`src/rtl/rf_wb_arbiter.sv`:
```
// Register-file write-port arbiter: pipeline writeback has priority, the long-latency
// unit is served by handshake with a starvation guard and a pending-write scoreboard.
module rf_wb_arbiter #(
    parameter int unsigned DATA_W       = 32,
    parameter int unsigned ADDR_W       = 5,
    parameter int unsigned STARVE_LIMIT = 4
) (
    input  logic              clk,
    input  logic              rst_n,
    input  logic              wb_valid,
    input  logic [ADDR_W-1:0] wb_rd,
    input  logic [DATA_W-1:0] wb_data,
    output logic              wb_stall,
    input  logic              lu_valid,
    output logic              lu_ready,
    input  logic [ADDR_W-1:0] lu_rd,
    input  logic [DATA_W-1:0] lu_data,
    input  logic              lu_issue,
    input  logic [ADDR_W-1:0] lu_issue_rd,
    input  logic [ADDR_W-1:0] rs1,
    input  logic [ADDR_W-1:0] rs2,
    input  logic [ADDR_W-1:0] rd_chk,
    output logic              rs1_busy,
    output logic              rs2_busy,
    output logic              rd_busy,
    output logic              rf_we,
    output logic [ADDR_W-1:0] rf_waddr,
    output logic [DATA_W-1:0] rf_wdata
);

    localparam int unsigned NREG  = 1 << ADDR_W;
    localparam int unsigned CNT_W = (STARVE_LIMIT > 1) ? $clog2(STARVE_LIMIT) : 1;
    localparam logic [CNT_W-1:0] CNT_LAST = CNT_W'(STARVE_LIMIT - 1);

    typedef enum logic {NORMAL, FORCE} state_t;

    state_t            state, state_next;
    logic [CNT_W-1:0]  starve_cnt, cnt_next;
    logic [NREG-1:0]   pending, pending_next;
    logic              wb_act;
    logic              lu_denied;

    always_ff @(posedge clk or negedge rst_n) begin
        if (!rst_n) begin
            state      <= NORMAL;
            starve_cnt <= '0;
            pending    <= '0;
            wb_stall   <= 1'b0;
        end else begin
            state      <= state_next;
            starve_cnt <= cnt_next;
            pending    <= pending_next;
            wb_stall   <= (state_next == FORCE);
        end
    end

    always_comb begin
        state_next = state;
        cnt_next   = '0;
        lu_denied  = lu_valid & ~lu_ready;
        case (state)
            NORMAL: begin
                if (lu_denied) begin
                    if (starve_cnt == CNT_LAST) begin
                        state_next = FORCE;
                    end else begin
                        cnt_next = starve_cnt + 1'b1;
                    end
                end
            end
            FORCE: begin
                state_next = NORMAL;
            end
            default: begin
                state_next = NORMAL;
            end
        endcase

        // Set is applied after clear so a same-cycle issue/completion of one rd stays pending.
        pending_next = '0;
        for (int unsigned i = 1; i < NREG; i++) begin
            pending_next[i] = pending[i] & ~(lu_ready & (lu_rd == ADDR_W'(i)));
            if (lu_issue && (lu_issue_rd == ADDR_W'(i))) begin
                pending_next[i] = 1'b1;
            end
        end
    end

    always_comb begin
        wb_act   = wb_valid & ~wb_stall & (state == NORMAL);
        lu_ready = rst_n & lu_valid & ~wb_act;
        if (wb_act) begin
            rf_waddr = wb_rd;
            rf_wdata = wb_data;
        end else begin
            rf_waddr = lu_rd;
            rf_wdata = lu_data;
        end
        rf_we    = rst_n & (wb_act | lu_valid) & (rf_waddr != '0);
        rs1_busy = pending[rs1];
        rs2_busy = pending[rs2];
        rd_busy  = pending[rd_chk];
    end

endmodule
```
`config.mk`:
```
export PLATFORM = sky130hd
export DESIGN_NAME = rf_wb_arbiter
export DESIGN_NICKNAME = d
export VERILOG_FILES = /design/src/rtl/rf_wb_arbiter.sv
export SDC_FILE = /design/constraint.sdc
export NUM_CORES = 1
export LEC_CHECK = 0
export CELL_PAD_IN_SITES_DETAIL_PLACEMENT = 0
export CELL_PAD_IN_SITES_GLOBAL_PLACEMENT = 1
export CORE_UTILIZATION = 28
export DETAILED_ROUTE_END_ITERATION = 7
export PLACE_DENSITY = 0.9
export SETUP_SLACK_MARGIN = 0.2
export SLEW_MARGIN = 30
export SYNTH_ARGS = -nofsm -noshare
export SYNTH_HDL_FRONTEND = slang
export SYNTH_SLANG_ARGS = --single-unit
export TNS_END_PERCENT = 100
```
`constraint.sdc`:
```
create_clock -name clk -period 2 [get_ports clk]
set_input_delay 0.4 -clock clk [delete_from_list [all_inputs] [get_ports clk]]
set_output_delay 0.4 -clock clk [all_outputs]
set_load 0.03 [all_outputs]
```
### Word-level counts from Yosys, hierarchy flattened

Cells that the tools add are included.

| word-level totals | value |
|---|---|
| latch bits | 0 |
| RAM bits | 0 |
| memory bits (read-only) | 0 |
| register bits after elaboration | 34 |
| output and inout bits | 43 |
| bits of input ports | 99 |
| memories kept | 0 |
| logic and storage cells | 251 |

| cells by class | value |
|---|---|
| add/subtract/negate cells | 1 |
| div/mod/pow operators | 0 |
| multipliers | 0 |
| multiplexer cells | 45 |
| bitwise logic cells | 104 |
| reductions and logical operators | 32 |
| equal/unequal tests | 63 |
| magnitude comparators | 3 |
| shift operators | 0 |

Operators with widths:

| operator | count |
|---|---|
| == test 5 bit, second input constant | 32 |
| == test 5 x 4 -> 1 bit, second input constant | 16 |
| bitwise AND 1 bit | 69 |
| == test 5 x 3 -> 1 bit, second input constant | 8 |
| 2-to-1 mux 1 bit | 36 |
| inverter 1 bit | 34 |
| 2-to-1 mux 32 bit | 1 |
| logical AND 1 bit | 31 |
| == test 5 x 2 -> 1 bit, second input constant | 4 |
| less-than comparator 5 x 6 -> 1 bit, second input constant | 3 |
| binary-select mux 1 bit (select 5 bit) | 3 |
| == test 5 x 1 -> 1 bit, second input constant | 2 |
| 2-to-1 mux 2 bit | 3 |
| 2-to-1 mux 5 bit | 1 |
| nonzero test 5 bit | 1 |
| adder 2 x 1 -> 2 bit, second input constant | 1 |
| == test 2 bit, second input constant | 1 |
| one-hot mux 1 bit (2 select lines) | 1 |
| bitwise OR 1 bit | 1 |

### Longest topological paths before layout

Gate-level depths: netlist of the first run.

| logic depth | value |
|---|---|
| depth after elaboration | 9 |
| gate-level depth with buffers | 6 |
| depth with buffers taken out | 4 |

### Worst setup path before layout of the first run

Ideal clock, no wire load.

| timing | value |
|---|---|
| path type | register to output |
| from | register state |
| to | output rf_we |
| cell stages (with the launch flop) | 6 |
| arrival | 1.736 ns |
| path buffers | 1 |
| setup slack | -0.136 ns |
| required time | 1.600 ns |
| path through | dfrtp_1 -> nand2b_1 -> buf_2 -> mux2_2 -> nor2_1 -> a21oi_1 |

| between the ends | value |
|---|---|
| cells in the longest elaborated chain, start to end | 6 |
| elaborated cells on any way between the ends | 8 |
| classes of those cells | 1 x mux; 6 x bitwise; 1 x reduce/logical |

RTL lines:

| item | RTL line | RTL |
|---|---|---|
| from (decl) | 37 | `state_t state, state_next;` |
| from (signal assigned) | 50 | `state <= state_next;` |
| inverter 1 bit * | - |  |
| bitwise AND 1 bit | - |  |
| bitwise AND 1 bit * | 90 | `wb_act = wb_valid & ~wb_stall & (state == NORMAL);` |
| 2-to-1 mux 5 bit * | 92 | `if (wb_act) begin` |
| via rf_waddr[4] | 27 | `output logic [ADDR_W-1:0] rf_waddr,` |
| nonzero test 5 bit * | 99 | `rf_we = rst_n & (wb_act \| lu_valid) & (rf_waddr != '0);` |
| bitwise AND 1 bit * | 99 |  |
| to (decl) | 26 | `output logic rf_we,` |

Mark *: on every way through the listed nets, which the timed path passes. The rest lies on a longest branch.

### Final worst setup path of the first run

| timing | value |
|---|---|
| from | register pending[6] |
| to | output rd_busy |

| between the ends | value |
|---|---|
| cells in the longest elaborated chain, start to end | 2 |

RTL lines:

| item | RTL line | RTL |
|---|---|---|
| from (decl) | 39 | `logic [NREG-1:0] pending, pending_next;` |
| from (signal assigned) | 52 | `pending <= pending_next;` |
| binary-select mux 1 bit (select 5 bit) | 102 | `rd_busy = pending[rd_chk];` |
| 2-to-1 mux 1 bit (implied by the code) | 102 |  |
| to (decl) | 25 | `output logic rd_busy,` |

Every way passes these cells. The select of a mux whose other input is x is not followed.

==> flow_summary.yaml, run 1 <==
place:
  gp_congestion: 0.893
  dpl.hpwl_mm: 8.86
  post-place-ws_ns: -1.05
  portBuffers: 141
  placed_area_mm2: 0.00485
timing:
  max_freq_mhz: 441
  tightest_slew_ns: 0.425
  setup_violations: 39
  period_needed_ns: 2.27
  finalHoldViolations: 0
  rsz0062_at_grt: "yes"
  maxSlewViolCount: 0
  skew_ns: 0.0118
  timing.final.ws_setup_ns: -0.270
  tns_ns: -4.49
  slew_headroom_pct: 71.7
  fin_crit_sh_pct: 113
global_routing:
  antenna_found_initial: 0
  grt_max_degree: 32
  grt-ovfl-total: 0
  grtUsageTotal_pct: 23.0
  grt_pass1_vias: 3623
  grt_pass1_wl_mm: 18.5
power_and_ir_drop:
  power_leakage_nw: 2.66
  irDropWorstVdd_mv: 0.286
  powerDensity_mw_per_mm2: 590
drt:
  antenna_left: 0
  num_vias: 3676
  drc: 0
  vias_per_cell: 5.11
  wl_mm: 11.9
  avgRoutedWirePerCell_um: 16.5
  drtPass1Iterations: 5
  drt_iter0_drc: 180
die:
  die_area_mm2: 0.0104
  start_util_pct: 28.8
  die_width_um: 102
  fp-row-count: 36
  die_h_um: 102
  io_pins: 142
  core_area_mm2: 0.00977
clock_network:
  cts_hold_buf: 0
  clockBufferDepth: 2
  cts_root_buf: "clkbuf_8"
  cts_inserted_buffers: 5
  cts_tree: "yes"
  path_clk_slew_ns: 0.08
  cts.sinks: 34
  h-tree-depth: 2
  clock_latency_ns: 0.29
worst_setup_path:
  max_stage_delay_ns: 0.50
  crit_type: "flip-flop to primary output"
  worstPathMaxFanout: 3
  start_kind: "flip-flop"
  cp.required_ns: 1.60
  path_cells: "buf_6 > mux4_2 > nand2b_4 > o211ai_1 > nand4_1 > buf_6"
  cp.arrival_ns: 1.87
  crit_top_cell: "buf_6"
  critPathSlowestCell: "mux4_2"
  crit_path_end_kind: "primary output"
  path_buf_inv: 2
  cpLargestDelayFamily: "multiplexers"
worst_hold_path:
  hold_class: "input pin to asynchronous set/reset pin"
final_layout:
  nets: 686
  final_common_cell: "clkdlybuf4s50_1"
  final_layout_size_suffix_gt1_share_pct: 41.6
  antenna_cells: 0
  area_growth_pct: 108
  final_cell_area_mm2: 0.00585
  final_cell_mix: "clkdlybuf4s50_1, o21ai_0, buf_6"
yosys:
  synth_seq_cells: 34
  synth_nets: 469
  synth-async-reset-ratio_pct: 100
  netlist_instances: 369
  yosysWarnings: 0
  ys.flop_type: "dfrtp_1"
  seq_area_frac_synth_pct: 30.3
  syn_area_mm2: 0.00281
  ys_types: 34
  synth.avg_cell_area_um2: 7.62
  synth_edf_count: 0
job:
  drv_cap: 0
outcome:
  status: "complete, but fails checks"
  violations: "negative setup slack"
## path summary, 6_finish.rpt
path | cells after the start | slack [ns] | start | to
worst min-delay path | 2 | 0.21 | rst_n | starve_cnt[1]
min in group clk | 1 | 0.46 | starve_cnt[0] | starve_cnt[0]
max in group asynchronous | 2 | 1.35 | rst_n | pending[26]
worst max-delay path | 6 | -0.27 | pending[6] | rd_busy
worst max register to register | 6 | 0.51 | state | pending[12]
worst min register to register | 1 | 0.46 | starve_cnt[0] | starve_cnt[0]
## stage by stage
step | util [%] | instances | hold WS, ns | total power [mW]
after floorplan | - | 369 | 0.104 | 1.68
after global placement | 49.6 | 688 | 0.425 | 2.47
after detailed placement | 49.6 | 688 | 0.452 | 2.52
after CTS | 58.9 | 719 | 0.208 | 3.39
after global routing | 59.9 | 720 | 0.225 | 3.62
final | 59.9 | 720 | 0.213 | 3.45
## sequential cells by signal, indices dropped and copies added (netlist names)
signal and count:
pending 31, starve_cnt 2, state 1
## worst reg2reg max path, stage by stage (launching register included)
cell and delay, ns:
dfrtp_2 0.37, nand2b_4 0.14, buf_6 0.11, buf_4 0.17
nand4b_1 0.22, o21ai_0 0.20, o21ai_0 0.13
## power breakdown
group	internal (mW)	switching, mW	leakage, nW
combinational	1.02	0.843	2.21
sequential	0.843	0.129	0.400
clock	0.367	0.252	0.0579
total	2.23	1.23	2.66
## routing by layer
| metal | vias up | share of wire [%] | GRT usage (%) |
|---|---|---|---|
| li1 | 1735 | - | - |
| met4 | 0 | 2.0 | 6.48 |
| met1 | 1752 | 41 | 29.4 |
| met5 | - | 0 | 0 |
| met2 | 172 | 50 | 40.1 |
| met3 | 17 | 6.4 | 3.76 |
## what timing repair did
item                       CTS  global route
pin swaps                   37            19
resized for setup          168            24
setup buffers               18             1
cloned                       5             0
setup endpoints to repair   43            43
## cells by family after synthesis
kind of cell | synth area share, %
buf+inv | 3.69
simple gates | 30.4
compound gates | 16.7
flops | 30.3
mux | 18.5
fa+ha+maj | 0.445
## Yosys cell counts (2+ instances only)
cell	instances	share of area, %
o2111ai_1	2	0.62
nor2b_1	13	2.9
nand4_1	8	1.8
a211oi_1	2	0.53
o211ai_1	2	0.53
a21oi_1	9	1.6
nor3b_1	2	0.53
o21ai_0	63	11
buf_2	8	1.4
dfrtp_1	34	30
inv_1	3	0.40
mux4_2	6	4.8
mux2i_1	26	9.3
nand2_1	113	15
mux2_2	3	1.2
a22oi_1	6	1.6
or4_1	2	0.53
nand4b_1	4	1.2
nand2b_1	10	2.2
nand3_1	16	2.8
and2_1	5	1.1
nor2_1	9	1.2
buf_1	3	0.40
mux4_1	3	2.8
clkbuf_1	8	1.1
## final cells by class
type	instances	area [um^2]
Fill cell	849	3920
Sequential cell	34	852
Tap cell	133	166
Multi-Input combinational cell	312	2280
Clock buffer	5	68.8
Clock inverter	3	40.0
Timing Repair Buffer	230	2440
Inverter	3	11.3
Power figures use the tool's default switching activity.
==> run 2: changes to the inputs <==
CORE_MARGIN = 1.5   (was unset)
TNS_END_PERCENT = 1   (was 100)
==> flow_summary.yaml, run 2 (synthesized netlist as in run 1, its figures left out) <==
place:
  portBuffers: 141
  dpl.hpwl_mm: 8.38
  placed_cells: 666
  gp_congestion: 0.880
  post-place-ws_ns: -0.992
  placed_area_mm2: 0.00457
final_layout:
  regArea_um2: 852
  final_layout_size_suffix_gt1_share_pct: 29.8
  final_cell_area_mm2: 0.00515
  nets: 643
  finish.utilization_pct: 52.7
  largest_reg_flops: 31
  final_cell_mix: "clkdlybuf4s50_1, nand2_1, o21ai_0"
  num-fill-cells: 883
  antenna_cells: 0
  reg.largest.list: "pending x31, starve_cnt x2, state x1"
  finalNonFillerCells: 677
  multiInputGateArea_mm2: 0.00213
  top_register: "pending"
  final_common_cell: "clkdlybuf4s50_1"
  area_growth_pct: 83.1
die:
  die_h_um: 103
  core_area_mm2: 0.00977
  start_util_pct: 28.8
  die_area_mm2: 0.0107
  io_pins: 142
  fp-row-count: 36
  die_width_um: 103
worst_setup_path:
  max_stage_delay_ns: 0.48
  worstRegToRegCells: 5
  critPathSlowestCell: "mux4_2"
  crit_type: "flip-flop to primary output"
  cp.required_ns: 1.60
  crit_path_end_kind: "primary output"
  path_cells: "mux4_2 > mux2_4 > nand3b_1 > nand4_1 > buf_6"
  start_kind: "flip-flop"
  worstPathMaxFanout: 4
  cp.arrival_ns: 1.81
timing:
  fin_crit_sh_pct: 110
  tns_ns: -0.705
  period_needed_ns: 2.21
  maxSlewViolCount: 0
  slew_headroom_pct: 71.8
  timing.hold.ws_ns: 0.377
  setup_violations: 7
  max_freq_mhz: 453
  skew_ns: 0.0101
  rsz0062_at_grt: "yes"
  tightest_slew_ns: 0.422
  timing.final.ws_setup_ns: -0.207
  finalHoldViolations: 0
global_routing:
  grt_pass1_wl_mm: 17.1
  grtUsageTotal_pct: 20.8
  grt-ovfl-total: 0
  antenna_found_initial: 0
  grt_pass1_vias: 3488
  grt_max_degree: 36
outcome:
  status: "complete, but fails checks"
  violations: "negative setup slack"
clock_network:
  clock_latency_ns: 0.29
  clockBufferDepth: 2
  h-tree-depth: 2
  cts_root_buf: "clkbuf_8"
  cts_inserted_buffers: 5
  cts_hold_buf: 0
  cts_tree: "yes"
  path_clk_slew_ns: 0.07
  cts.sinks: 34
drt:
  wl_mm: 10.8
  avgRoutedWirePerCell_um: 16.0
  num_vias: 3465
  vias_per_cell: 5.12
  drt_iter0_drc: 194
  drc: 0
  antenna_left: 0
  drtPass1Iterations: 4
job:
  drv_cap: 0
power_and_ir_drop:
  power_leakage_nw: 2.32
  irDropWorstVdd_mv: 0.248
  power.total_mw: 2.89
  powerDensity_mw_per_mm2: 561
worst_hold_path:
  hold_class: "input pin to asynchronous set/reset pin"
==> run 2: changes by cell type in the layout (fill, tap and decap cells not counted), sizes merged <==
cell           delta
bufinv            -1
clkdlybuf4s15     -1
buf              -42
dlygate4sd2       +5
clkbuf            +2
bufbuf            -1
clkinv            -2
dlymetal6s2s      +1
clkdlybuf4s50     -4
==> run 2: path summary, 6_finish.rpt <==
| path | startpoint | endpoint | slack [ns] |
|---|---|---|---|
| setup / recovery | pending[20] | rs1_busy | -0.21 |
| hold reg to reg | starve_cnt[0] | starve_cnt[0] | 0.45 |
| setup reg to reg | state | pending[19] | 0.60 |
| hold / removal | rst_n | pending[6] | 0.38 |
| min in group clk | starve_cnt[0] | starve_cnt[0] | 0.45 |
| max in group asynchronous | rst_n | state | 1.31 |
==> run 2: report_power, final <==
group          leakage, nW  switching (mW)  internal [mW]
Sequential           0.400           0.196          0.844
Clock               0.0395           0.235          0.247
Combinational         1.88           0.631          0.735
==> run 2: area by class of cell <==
type,instances,area share [%]
multi-input combinational,312,41.3
timing repair buffer,187,37.1
sequential,34,16.6
tap,133,3.23
clock buffer,8,1.56
inverter,3,0.219
==> run 2: per-layer routing <==
metal,GRT usage [%],up-vias,wire [um]
li1,-,1653,-
met1,25.5,1653,4470
met2,36.0,141,5290
met3,5.44,18,789
met4,6.44,0,250
met5,0,-,0
==> run 2: what timing repair did <==
| item | 4_1_cts | 5_1_grt |
|---|---|---|
| buffers inserted | 2 | 0 |
| gates cloned | 1 | 0 |
| gates resized for setup | 175 | 2 |
| endpoints found under the setup margin | 43 | 41 |
| pin swaps | 39 | 9 |
==> run 2: critical path: cells and delay by family, from the launching register on <==
kind / cells / cell delay (ns)
multiplexers: 2 / 0.75
buffers and inverters: 1 / 0.15
AND/OR/NAND/NOR: 2 / 0.18
flip-flops: 1 / 0.44
==> run 3: changes to the inputs <==
CTS_BUF_LIST = sky130_fd_sc_hd__clkbuf_16   (was unset)
==> flow_summary.yaml, run 3 (synthesized netlist as in run 1, its figures left out) <==
die:
  core_area_mm2: 0.00977
  die_width_um: 103
  io_pins: 142
  start_util_pct: 28.8
  die_area_mm2: 0.0107
  fp-row-count: 36
  die_h_um: 103
final_layout:
  top_register: "pending"
  final_cell_mix: "clkdlybuf4s50_1, o21ai_0, nand2_1"
  nets: 644
  final_cell_area_mm2: 0.00524
  final_layout_size_suffix_gt1_share_pct: 31.6
  antenna_cells: 0
  largest_reg_flops: 31
  area_growth_pct: 86.3
  final_common_cell: "clkdlybuf4s50_1"
  reg.largest.list: "pending x31, starve_cnt x2, state x1"
drt:
  avgRoutedWirePerCell_um: 16.2
  drc: 0
  drtPass1Iterations: 5
  num_vias: 3476
  wl_mm: 11.0
  drt_iter0_drc: 210
  vias_per_cell: 5.13
  antenna_left: 0
power_and_ir_drop:
  power_leakage_nw: 2.37
  powerDensity_mw_per_mm2: 598
  power.total_mw: 3.13
  irDropWorstVdd_mv: 0.305
global_routing:
  grt_pass1_wl_mm: 17.4
  grtUsageTotal_pct: 21.2
  antenna_found_initial: 0
  grt_max_degree: 36
  grt_pass1_vias: 3535
  grt-ovfl-total: 0
clock_network:
  cts_tree: "yes"
  clock_latency_ns: 0.28
  cts_hold_buf: 0
  h-tree-depth: 2
  clockBufferDepth: 2
  path_clk_slew_ns: 0.05
  cts_inserted_buffers: 5
  cts_root_buf: "clkbuf_16"
  cts.sinks: 34
worst_setup_path:
  crit_type: "flip-flop to primary output"
  start_kind: "flip-flop"
  worstPathMaxFanout: 4
  crit_path_end_kind: "primary output"
  worstRegToRegCells: 5
  cp.required_ns: 1.60
  cp.arrival_ns: 1.80
timing:
  setup_violations: 8
  rsz0062_at_grt: "yes"
  skew_ns: 0.00614
  fin_crit_sh_pct: 110
  timing.final.ws_setup_ns: -0.203
  slew_headroom_pct: 71.8
  maxSlewViolCount: 0
  max_freq_mhz: 454
  period_needed_ns: 2.20
  finalHoldViolations: 0
  tightest_slew_ns: 0.423
place:
  gp_congestion: 0.880
  dpl.hpwl_mm: 8.38
  portBuffers: 141
  placed_area_mm2: 0.00457
  post-place-ws_ns: -0.992
outcome:
  status: "complete, but fails checks"
  violations: "negative setup slack"
worst_hold_path:
  hold_class: "input pin to asynchronous set/reset pin"
job:
  drv_cap: 0
-- run 3: cell types whose count changed in the layout (fill, tap and decap cells not counted), sizes merged --
cell and delta:
inv +3, buf +2, dlygate4sd2 -1, clkbuf -3
-- run 3: area by class of cell --
class                   instances  area [um^2]
flip-flops and latches         34          852
fillers                       882         4540
repair buffers                188         1910
well taps                     133          166
clock inverters                 3         11.3
clock buffers                   5          125
multi-input cells             312         2160
inverters                       3         11.3
-- run 3: path summary, 6_finish.rpt --
kind,slack (ns),end,start
setup / recovery,-0.20,rs1_busy,pending[23]
hold / removal,0.40,state,rst_n
setup reg to reg,0.61,pending[3],state
min in group clk,0.44,starve_cnt[0],starve_cnt[0]
max in group asynchronous,1.29,state,rst_n
hold reg to reg,0.44,starve_cnt[0],starve_cnt[0]
-- run 3: what timing repair did --
item | 4_1_cts | 5_1_grt
pin swaps | 46 | 15
gates cloned | 1 | 0
setup endpoints to repair | 43 | 41
setup buffers | 3 | 0
endpoints found under the hold margin | 0 | 0
resized for setup | 185 | 6
-- run 3: layer usage --
metal / vias to the layer above / share of wire, % / track usage (%)
li1: 1650 / - / -
met3: 22 / 8.7 / 5.58
met2: 168 / 49 / 36.6
met5: - / 0 / 0
met1: 1636 / 40 / 25.7
met4: 0 / 2.5 / 6.76
-- run 3: critical path, cell delays in order, from the launching register on --
cell and delay, ns:
dfrtp_1 0.43, mux4_2 0.49, mux2_4 0.27, nand3b_1 0.09, nand4_1 0.10, buf_6 0.15
-- run 3: metrics by stage --
stage                     hold slack [ns]  setup TNS [ns]  instances  util [%]
after floorplan                     0.104        -0.00638        369         -
after global placement              0.424          -12.60        666      46.7
after detailed placement            0.443          -12.82        666      46.7
after CTS                           0.414          -0.601        678      53.4
after global routing                0.451           -2.02        678      53.6
final                               0.397          -0.655        678      53.6
-- run 3: where the power goes --
group | total (mW) | internal (mW) | switching (mW) | leakage [nW]
registers | 1.04 | 0.845 | 0.196 | 0.400
logic | 1.38 | 0.738 | 0.638 | 1.89
clock network | 0.715 | 0.447 | 0.268 | 0.0776
